File: src/rtl/cpu_mem_io_if.sv
// cpu_mem_io_if: signal bundle between the cpu side (plus the OUT sink and the IN source)
// and the cpu_mem_io slave.
//   cpu bus : addr, c_ri, c_ro, mem_clk, mem_io, bus_in -> slave; bus_out, bus_oe <- slave
//   OUT     : out_data, out_valid, out_ovf <- slave; out_ready -> slave
//   IN      : in_data, in_valid -> slave; in_ready <- slave
// Modports: slave (the memory/IO block), master (cpu/bench side).
interface cpu_mem_io_if;
  logic [7:0] addr;
  logic       c_ri;
  logic       c_ro;
  logic       mem_clk;
  logic       mem_io;
  logic [7:0] bus_in;
  logic [7:0] bus_out;
  logic       bus_oe;
  logic [7:0] out_data;
  logic       out_valid;
  logic       out_ready;
  logic       out_ovf;
  logic [7:0] in_data;
  logic       in_valid;
  logic       in_ready;

  modport slave (
    input  addr, c_ri, c_ro, mem_clk, mem_io, bus_in, out_ready, in_data, in_valid,
    output bus_out, bus_oe, out_data, out_valid, out_ovf, in_ready
  );

  modport master (
    output addr, c_ri, c_ro, mem_clk, mem_io, bus_in, out_ready, in_data, in_valid,
    input  bus_out, bus_oe, out_data, out_valid, out_ovf, in_ready
  );
endinterface

File: src/rtl/cpu_mem_io.sv
// cpu_mem_io: memory/I-O slave behind the cpu.
//   - RAM_WORDS x 8 RAM (not cleared by reset), combinational read, write on strobe.
//   - OUT_DEPTH-entry output FIFO fed by OUT pushes, drained by a valid/ready sink.
//   - Single-byte input holding register filled by a valid/ready source, consumed by IN reads.
// Ports:
//   clk, reset_n  : system clock, asynchronous active-low reset
//   io            : cpu_mem_io_if.slave (cpu bus, OUT stream, IN stream)
//   ld_we/ld_addr/ld_data : RAM loader port, present only when MEMIO_LOADER_EN is defined.
//                   Loader writes work even in reset and win over a same-clk cpu RAM write.
// Configuration macro: MEMIO_LOADER_EN
module cpu_mem_io #(
  parameter int OUT_DEPTH = 4,
  parameter int RAM_WORDS = 256
) (
  input  logic            clk,
  input  logic            reset_n,
  cpu_mem_io_if.slave     io
`ifdef MEMIO_LOADER_EN
  ,
  input  logic            ld_we,
  input  logic [7:0]      ld_addr,
  input  logic [7:0]      ld_data
`endif
);
  localparam int AW = $clog2(RAM_WORDS);
  localparam int PW = $clog2(OUT_DEPTH);
  localparam logic [PW:0] FULL_CNT = (PW+1)'(OUT_DEPTH);

  logic       stb;
  assign stb = io.mem_clk & reset_n;

  // ---------------- RAM ----------------
  logic [7:0] ram [RAM_WORDS];
  logic       cpu_wr;
  assign cpu_wr = stb & io.c_ri & ~io.mem_io;

  // No reset: contents persist across reset_n.
  always_ff @(posedge clk) begin
`ifdef MEMIO_LOADER_EN
    if (ld_we)
      ram[ld_addr[AW-1:0]] <= ld_data;
    else if (cpu_wr)
      ram[io.addr[AW-1:0]] <= io.bus_in;
`else
    if (cpu_wr)
      ram[io.addr[AW-1:0]] <= io.bus_in;
`endif
  end

  // ---------------- output FIFO ----------------
  logic [7:0]    fifo_mem [OUT_DEPTH];
  logic [PW-1:0] wr_ptr, rd_ptr;
  logic [PW:0]   count;
  logic          full, push_req, push_ok, pop, ovf;

  assign full     = (count == FULL_CNT);
  assign push_req = stb & io.c_ri & io.mem_io;
  assign pop      = io.out_valid & io.out_ready;
  // A pop in the same clk frees the slot, so a push while full is still accepted.
  assign push_ok  = push_req & (~full | pop);

  always_ff @(posedge clk) begin
    if (push_ok)
      fifo_mem[wr_ptr] <= io.bus_in;
  end

  always_ff @(posedge clk or negedge reset_n) begin
    if (!reset_n) begin
      wr_ptr <= '0;
      rd_ptr <= '0;
      count  <= '0;
      ovf    <= 1'b0;
    end else begin
      if (push_ok) wr_ptr <= wr_ptr + 1'b1;
      if (pop)     rd_ptr <= rd_ptr + 1'b1;
      case ({push_ok, pop})
        2'b10:   count <= count + 1'b1;
        2'b01:   count <= count - 1'b1;
        default: count <= count;
      endcase
      if (push_req & full & ~pop) ovf <= 1'b1;
    end
  end

  assign io.out_valid = (count != '0);
  // Storage is not reset; mask it so an empty FIFO always shows 0.
  assign io.out_data  = io.out_valid ? fifo_mem[rd_ptr] : 8'h00;
  assign io.out_ovf   = ovf;

  // ---------------- input holding register ----------------
  logic       hold_full;
  logic [7:0] hold_reg;
  logic       capture, consume;

  assign capture = io.in_valid & ~hold_full;
  assign consume = stb & io.c_ro & io.mem_io & hold_full;

  always_ff @(posedge clk or negedge reset_n) begin
    if (!reset_n) begin
      hold_full <= 1'b0;
      hold_reg  <= 8'h00;
    end else begin
      // capture needs empty, consume needs full: never both in one clk
      if (capture) begin
        hold_full <= 1'b1;
        hold_reg  <= io.in_data;
      end else if (consume) begin
        hold_full <= 1'b0;
      end
    end
  end

  assign io.in_ready = ~hold_full;

  // ---------------- read path ----------------
  logic [7:0] hold_byte;
  assign hold_byte  = hold_full ? hold_reg : 8'h00;
  // Held quiet while in reset so the shared bus is released.
  assign io.bus_oe  = io.c_ro & reset_n;
  assign io.bus_out = !reset_n  ? 8'h00 :
                      io.mem_io ? hold_byte : ram[io.addr[AW-1:0]];

endmodule
File: src/flat_wrapper.sv
// flat-port wrapper written by rule: the top's interface ports become plain ports
module cpu_mem_io_flat 
#(
  parameter int OUT_DEPTH = 4,
  parameter int RAM_WORDS = 256
)
  (clk, reset_n, io_addr, io_c_ri, io_c_ro, io_mem_clk, io_mem_io, io_bus_in, io_out_ready, io_in_data, io_in_valid, io_bus_out, io_bus_oe, io_out_data, io_out_valid, io_out_ovf, io_in_ready);
  cpu_mem_io_if io_i ();
  input  logic clk;
  input  logic reset_n;
  input wire logic [$bits(io_i.addr)-1:0] io_addr;
  input wire logic [$bits(io_i.c_ri)-1:0] io_c_ri;
  input wire logic [$bits(io_i.c_ro)-1:0] io_c_ro;
  input wire logic [$bits(io_i.mem_clk)-1:0] io_mem_clk;
  input wire logic [$bits(io_i.mem_io)-1:0] io_mem_io;
  input wire logic [$bits(io_i.bus_in)-1:0] io_bus_in;
  input wire logic [$bits(io_i.out_ready)-1:0] io_out_ready;
  input wire logic [$bits(io_i.in_data)-1:0] io_in_data;
  input wire logic [$bits(io_i.in_valid)-1:0] io_in_valid;
  output wire logic [$bits(io_i.bus_out)-1:0] io_bus_out;
  output wire logic [$bits(io_i.bus_oe)-1:0] io_bus_oe;
  output wire logic [$bits(io_i.out_data)-1:0] io_out_data;
  output wire logic [$bits(io_i.out_valid)-1:0] io_out_valid;
  output wire logic [$bits(io_i.out_ovf)-1:0] io_out_ovf;
  output wire logic [$bits(io_i.in_ready)-1:0] io_in_ready;
  assign io_i.addr = io_addr;
  assign io_i.c_ri = io_c_ri;
  assign io_i.c_ro = io_c_ro;
  assign io_i.mem_clk = io_mem_clk;
  assign io_i.mem_io = io_mem_io;
  assign io_i.bus_in = io_bus_in;
  assign io_i.out_ready = io_out_ready;
  assign io_i.in_data = io_in_data;
  assign io_i.in_valid = io_in_valid;
  assign io_bus_out = io_i.bus_out;
  assign io_bus_oe = io_i.bus_oe;
  assign io_out_data = io_i.out_data;
  assign io_out_valid = io_i.out_valid;
  assign io_out_ovf = io_i.out_ovf;
  assign io_in_ready = io_i.in_ready;
  cpu_mem_io #(.OUT_DEPTH(OUT_DEPTH), .RAM_WORDS(RAM_WORDS)) u_core (.clk(clk), .reset_n(reset_n), .io(io_i));
endmodule
File: config.mk
export PLATFORM = sky130hd
export DESIGN_NAME = cpu_mem_io_flat
export DESIGN_NICKNAME = d
export VERILOG_FILES = /design/src/rtl/cpu_mem_io_if.sv /design/src/rtl/cpu_mem_io.sv /design/src/flat_wrapper.sv
export SDC_FILE = /design/constraint.sdc
export NUM_CORES = 2
export LEC_CHECK = 0
export CAP_MARGIN = 5
export CELL_PAD_IN_SITES_DETAIL_PLACEMENT = 1
export CELL_PAD_IN_SITES_GLOBAL_PLACEMENT = 2
export CORE_ASPECT_RATIO = 1.25
export CORE_MARGIN = 2
export CORE_UTILIZATION = 50
export CTS_CLUSTER_SIZE = 30
export DETAILED_ROUTE_END_ITERATION = 8
export GPL_ROUTABILITY_DRIVEN = 0
export GPL_TIMING_DRIVEN = 0
export PLACE_DENSITY_LB_ADDON = 0.1
export SYNTH_ARGS = -nofsm -noshare
export SYNTH_HDL_FRONTEND = slang
export SYNTH_SLANG_ARGS = --single-unit
File: constraint.sdc
create_clock -name clk -period 3.8 [get_ports clk]
set_input_delay 0.57 -clock clk [delete_from_list [all_inputs] [get_ports clk]]
set_output_delay 0.57 -clock clk [all_outputs]
set_load 0.01 [all_outputs]
* Word level (Yosys, flattened, before mapping)
Memory sizes are Yosys's and may differ from the RTL's. Cells that the tools add are included.
Word-level totals: register bits 17, bits in latches 0, memory bits (writable) 2080, ROM bits 0, input bits 32, memories 2
Memories:
- u_core.ram | depth 256, width 8, rd ports 1, clocked after memory_dff 0, wr ports 1, RTL line cpu_mem_io.sv:33 | logic [7:0] ram [RAM_WORDS];
- u_core.fifo_mem | depth 4, width 8, rd ports 1, clocked after memory_dff 0, wr ports 1, RTL line cpu_mem_io.sv:51 | logic [7:0] fifo_mem [OUT_DEPTH];
Cells by class: add/subtract/negate cells 4, $mul 0, divide/modulo/power cells 0, order comparisons 0, equality and inequality tests 3, shift-type cells 0, multiplexer cells 11, bitwise operators 18, reductions and logical operators 3
Operators with widths (count):
- 8-bit two-way mux | 4
- 1-bit AND | 13
- 1-bit two-way mux | 6
- 3-bit case mux with 2 select lines | 1
- 2-bit by 1-bit adder with 2-bit output (second input constant) | 2
- 1-bit inverter | 4
- 2-bit nonzero test | 2
- 3-bit by 1-bit adder with 3-bit output (second input constant) | 1
- 3-bit == test (second input constant) | 1
- 3-bit nonzero test | 1
- 3-bit by 1-bit subtractor with 3-bit output (second input constant) | 1
- 2-bit by 1-bit == test with 1-bit output (second input constant) | 1
- 2-bit == test (second input constant) | 1
- 1-bit bitwise OR | 1

* Longest topological paths before layout
depth in word-level cells 6, gate-level depth with buffers 11, mapped depth without buffers 7

* Worst setup path after synthesis
No wires, ideal clock.
kind in2out, from input port io_addr[1], to output port io_bus_out[6], arrival 2.544 ns, required time 3.230 ns, slack 0.686 ns, stages 9, cell sequence buf_4 buf_2 buf_2 buf_2 mux4_2 a22oi_1 nand3_1 a2111oi_1 o22ai_1
Between the ends: longest elaborated chain between the ends 3
Ends and longest elaborated chain:
- start: declaration | RTL line flat_wrapper.sv:11 | input wire logic [$bits(io_i.addr)-1:0] io_addr;
- memory read 256 x 8 bit
- 8-bit two-way mux | RTL line cpu_mem_io.sv:121 | io.mem_io ? hold_byte : ram[io.addr[AW-1:0]];
- 8-bit two-way mux | RTL line cpu_mem_io.sv:120 | assign io.bus_out = !reset_n ? 8'h00 :
- end: declaration | RTL line flat_wrapper.sv:20 | output wire logic [$bits(io_i.bus_out)-1:0] io_bus_out;
No other way between the ends.

* Final worst setup path
from memory u_core.ram[123][3], to output port io_bus_out[3]
Between the ends: longest elaborated chain between the ends 3
Ends and longest elaborated chain (RTL line):
- start: declaration | cpu_mem_io.sv:33
- memory read 256 x 8 bit
- 8-bit two-way mux | cpu_mem_io.sv:121
- 8-bit two-way mux | cpu_mem_io.sv:120
No other way between the ends.

==> key figures <==
Status
  – Outcome: finished with violations
  – Failing checks: setup timing

Global routing
  – Grt ovf: 0
  – Number of global-route vias before repair: 42800
  – Global Route met2 Usage: 0.503
  – Initial antenna violation count: 12
  – GR peak layer: met2
  – Met3 Usage GRT: 0.0633
  – GRT Overall Usage: 0.311
  – Largest net degree at the start of global routing: 153
  – First-pass GRT wire length: 349000 um
  – Met1 usage: 0.412

Synthesis
  – Count of distinct cell types in the synthesized netlist: 53
  – Synth Register Bits: ~2100
  – Syn Nets: 3904
  – Number of synthesized flops with an enable pin: 2080
  – Avg Inst Size Synth: approximately 21 um^2
  – Synth Flop Type: edfxtp_1
  – Syn Inst Count: 3867
  – Sequential share of the synthesized area: 0.775
  – Synth async-reset ratio: 0.00811
  – Synthesized area: 0.0811 mm^2
  – Yosys warnings: 0

Timing
  – Period Utilization, post-route: 1.12
  – WHS: 121 ps
  – Setup slack after layout: -467 ps
  – Slew @ Worst Pin: 1160 ps
  – Relative slew margins: 0.227
  – Setup TNS: -4170 ps
  – Max Slew Vio Count: 0
  – # setup viols final: 68
  – Minimum clock period: 4270 ps
  – RSZ-0062 raised after global routing: yes
  – Final hold violations: 0
  – Clk_skew: 5.47 ps
  – Max Freq: around 0.23 GHz

Floorplan
  – Chip width: 364 um
  – DIE AREA: 0.166 mm^2
  – Initial core utilization: 0.503
  – I/O pin cnt: 52
  – Row count: roughly 170
  – Die H: 454 um
  – Core Footprint: around 0.16 mm^2

Min path
  – Hold path start: io_bus_in[3]
  – Worst hold path class: input port to flop

Pwr
  – Switching Fraction: 0.225
  – Comb power frac: 0.074
  – Register share of total power: 0.524
  – Pleak: 29.5 nW
  – Power per Cell Area: 519 mW/mm^2
  – VDD IR-drop max: 506 uV
  – Sw power: 11.0 mW
  – Cell internal pwr: 37.9 mW
  – Clock network fraction of total power: 0.402

Final layout
  – Layout cells sized above 1: 0.297
  – P&R area growth vs syn: 16.2%
  – Largest register FFs: 2048
  – Nets: about 4200

Critical path
  – Most common cell on crit path: a21oi_4
  – Max FO, Critical Path: 1
  – Reg2reg start: u_core.count[0]$_DFFE_PN0P_
  – R2R Setup Slk: 1380 ps
  – CP Class: flop to output pin
  – Largest stage delay, worst path: around 520 ps
  – Worst Setup End Kind: output pin
  – CP arrival: approximately 3700 ps
  – Cell at the slowest stage of the critical path: mux4_2
  – Type of origin of the critical path: flop
  – Start point of the critical path: u_core.ram[123][3]$_DFFE_PP_
  – Required @ worst endpoint: 3230 ps
  – Cell Chain, Critical Path: mux4_2 > and3_4 > a21oi_4 > nand4_1 > a21oi_4 > nor4b_4 > o22ai_2 > buf_2

Placement
  – Buffers added on ports: 46
  – Post-DP HPWL: 170000 um

Clock tree
  – Root Buffer: clkbuf_16
  – Clk slew on worst S/H paths: roughly 70 ps
  – # H-tree levels: 4
  – Number of CTS-inserted buffers: 200
  – Clock Tree Buf Depth: 3
  – CTS tree: built
  – Clock Sinks: approximately 2100
  – Worst skew pair latency: 840 ps

Detailed routing
  – DRT Wirelength: 254000 um
  – Total number of vias: around 42000
  – DRC viols: 0
  – DR pass1 iterations: 8
  – Drt initial violations: 5603
  – Antenna Nets Post-Route: 0
  – Vias per cell: 6.45
  – WL/cell: 39.1 um

Flow run
  – Max cap viols: 0
[layer usage]
metal	part of all wire	up-vias
met5	0.00017	-
met4	0.047	6
met3	0.082	448
met2	0.49	1927
met1	0.38	22800
li1	-	16800
[power groups by stage]
stage          logic, mW  clock network, mW  registers, mW
2_1_floorplan       1.56                  0           26.1
3_3_place_gp        3.10                  0           26.4
3_5_place_dp        3.21                  0           26.1
4_1_cts             3.51               19.8           25.6
5_1_grt             3.73               20.5           25.6
6_report            3.60               19.7           25.6
[worst max-delay path, delay by kind of cell (launching register included)]
kind	cells	cell delay [ps]
buf+inv	1	170
mux	1	520
simple gates	3	1030
flops	1	390
compound gates	3	720
[worst paths after layout]
| check | end | depth (start not counted) |
|---|---|---|
| max in group asynchronous | u_core.hold_reg[0]$_DFFE_PN0P_ | 2 |
| min in group asynchronous | u_core.count[1]$_DFFE_PN0P_ | 2 |
| hold reg to reg | u_core.io.out_ovf$_DFFE_PN0P_ | 1 |
| hold / removal | u_core.ram[248][3]$_DFFE_PP_ | 1 |
| setup reg to reg | u_core.count[1]$_DFFE_PN0P_ | 8 |
| setup / recovery | io_bus_out[3] | 8 |
[cell families after synthesis]
logic type / after synthesis / synth area share
buf+inv: 241 / 0.0157
fa+ha+maj: 5 / 0.000864
xor+xnor: 5 / 0.000540
compound gates: 382 / 0.0335
simple gates: 488 / 0.0269
mux: 649 / 0.147
flops: 2097 / 0.775
[final cells by class]
cell class                      instances  area [um^2]
Sequential cell                      2097        62900
Tap cell                             2171         2720
Clock inverter                        125         1030
Clock buffer                          242         5290
Inverter                                9         37.5
Multi-Input combinational cell       1529        18600
Timing Repair Buffer                  105         1260
Buffer                                224         2400
Antenna cell                            2         5.00
Fill cell                           13500        67200
[cell usage in the layout (no fill, tap or decap), types with 27 or more instances in the layout]
| master | count |
|---|---|
| a22oi_1 | 124 |
| clkbuf_16 | 207 |
| nor2_2 | 100 |
| edfxtp_1 | 2080 |
| nand3_1 | 27 |
| clkinv_2 | 41 |
| clkbuf_1 | 65 |
| nor2_1 | 183 |
| mux4_2 | 434 |
| a22oi_2 | 35 |
| buf_8 | 36 |
| buf_4 | 61 |
| clkinv_1 | 55 |
| a21oi_1 | 32 |
| buf_2 | 39 |
| nand2_1 | 46 |
| buf_6 | 30 |
| buf_12 | 38 |
| mux2i_1 | 180 |
[what timing repair did]
item | in CTS | in global routing
pin swaps | 48 | 32
endpoints found under the hold margin | 17 | 0
hold buffers | 1 | 0
gates resized for setup | 591 | 175
setup buffers | 13 | 30
setup endpoints to repair | 2056 | 630
[Yosys cell counts, types with 6 or more instances]
cell | instances | area, um^2
nor3_1 | 7 | 35.0
and2_1 | 19 | 119
edfxtp_1 | 2080 | 62500
a211oi_1 | 8 | 60.1
nor4b_1 | 7 | 61.3
a22oi_1 | 159 | 1190
inv_1 | 9 | 33.8
mux4_2 | 434 | 9770
a221oi_1 | 24 | 210
a31oi_1 | 23 | 144
buf_4 | 44 | 330
nand2b_1 | 6 | 37.5
a21oi_1 | 55 | 275
mux2_2 | 26 | 293
a22o_1 | 17 | 149
a2111oi_0 | 7 | 61.3
buf_6 | 11 | 124
nor2b_1 | 16 | 100
a41o_1 | 7 | 70.1
buf_2 | 89 | 445
nand4_1 | 18 | 113
a41oi_1 | 8 | 70.1
nor2_1 | 286 | 1070
nand2_1 | 57 | 214
and3_1 | 17 | 106
clkbuf_1 | 82 | 308
o22ai_1 | 38 | 238
nor4_1 | 7 | 43.8
dfrtp_1 | 17 | 425
o21ai_0 | 16 | 80.1
o221ai_1 | 10 | 87.6
mux2i_1 | 189 | 1890
nand3_1 | 34 | 170
[through the flow]
| stage | power, mW | instances | area [um^2] | utilization | worst slack, ps |
|---|---|---|---|---|---|
| finish | 48.9 | 6504 | 94200 | 0.584 | -467 |
| global route | 49.9 | 6504 | 94200 | 0.584 | -450 |
| CTS | 48.9 | 6473 | 93400 | 0.579 | -379 |
| detailed placement | 29.3 | 6099 | 84700 | 0.525 | -3580 |
| global placement | 29.5 | 6084 | 84300 | 0.522 | -6230 |
| floorplan | 27.6 | 3867 | 81100 | - | 686 |
Power figures use the tool's default switching activity.
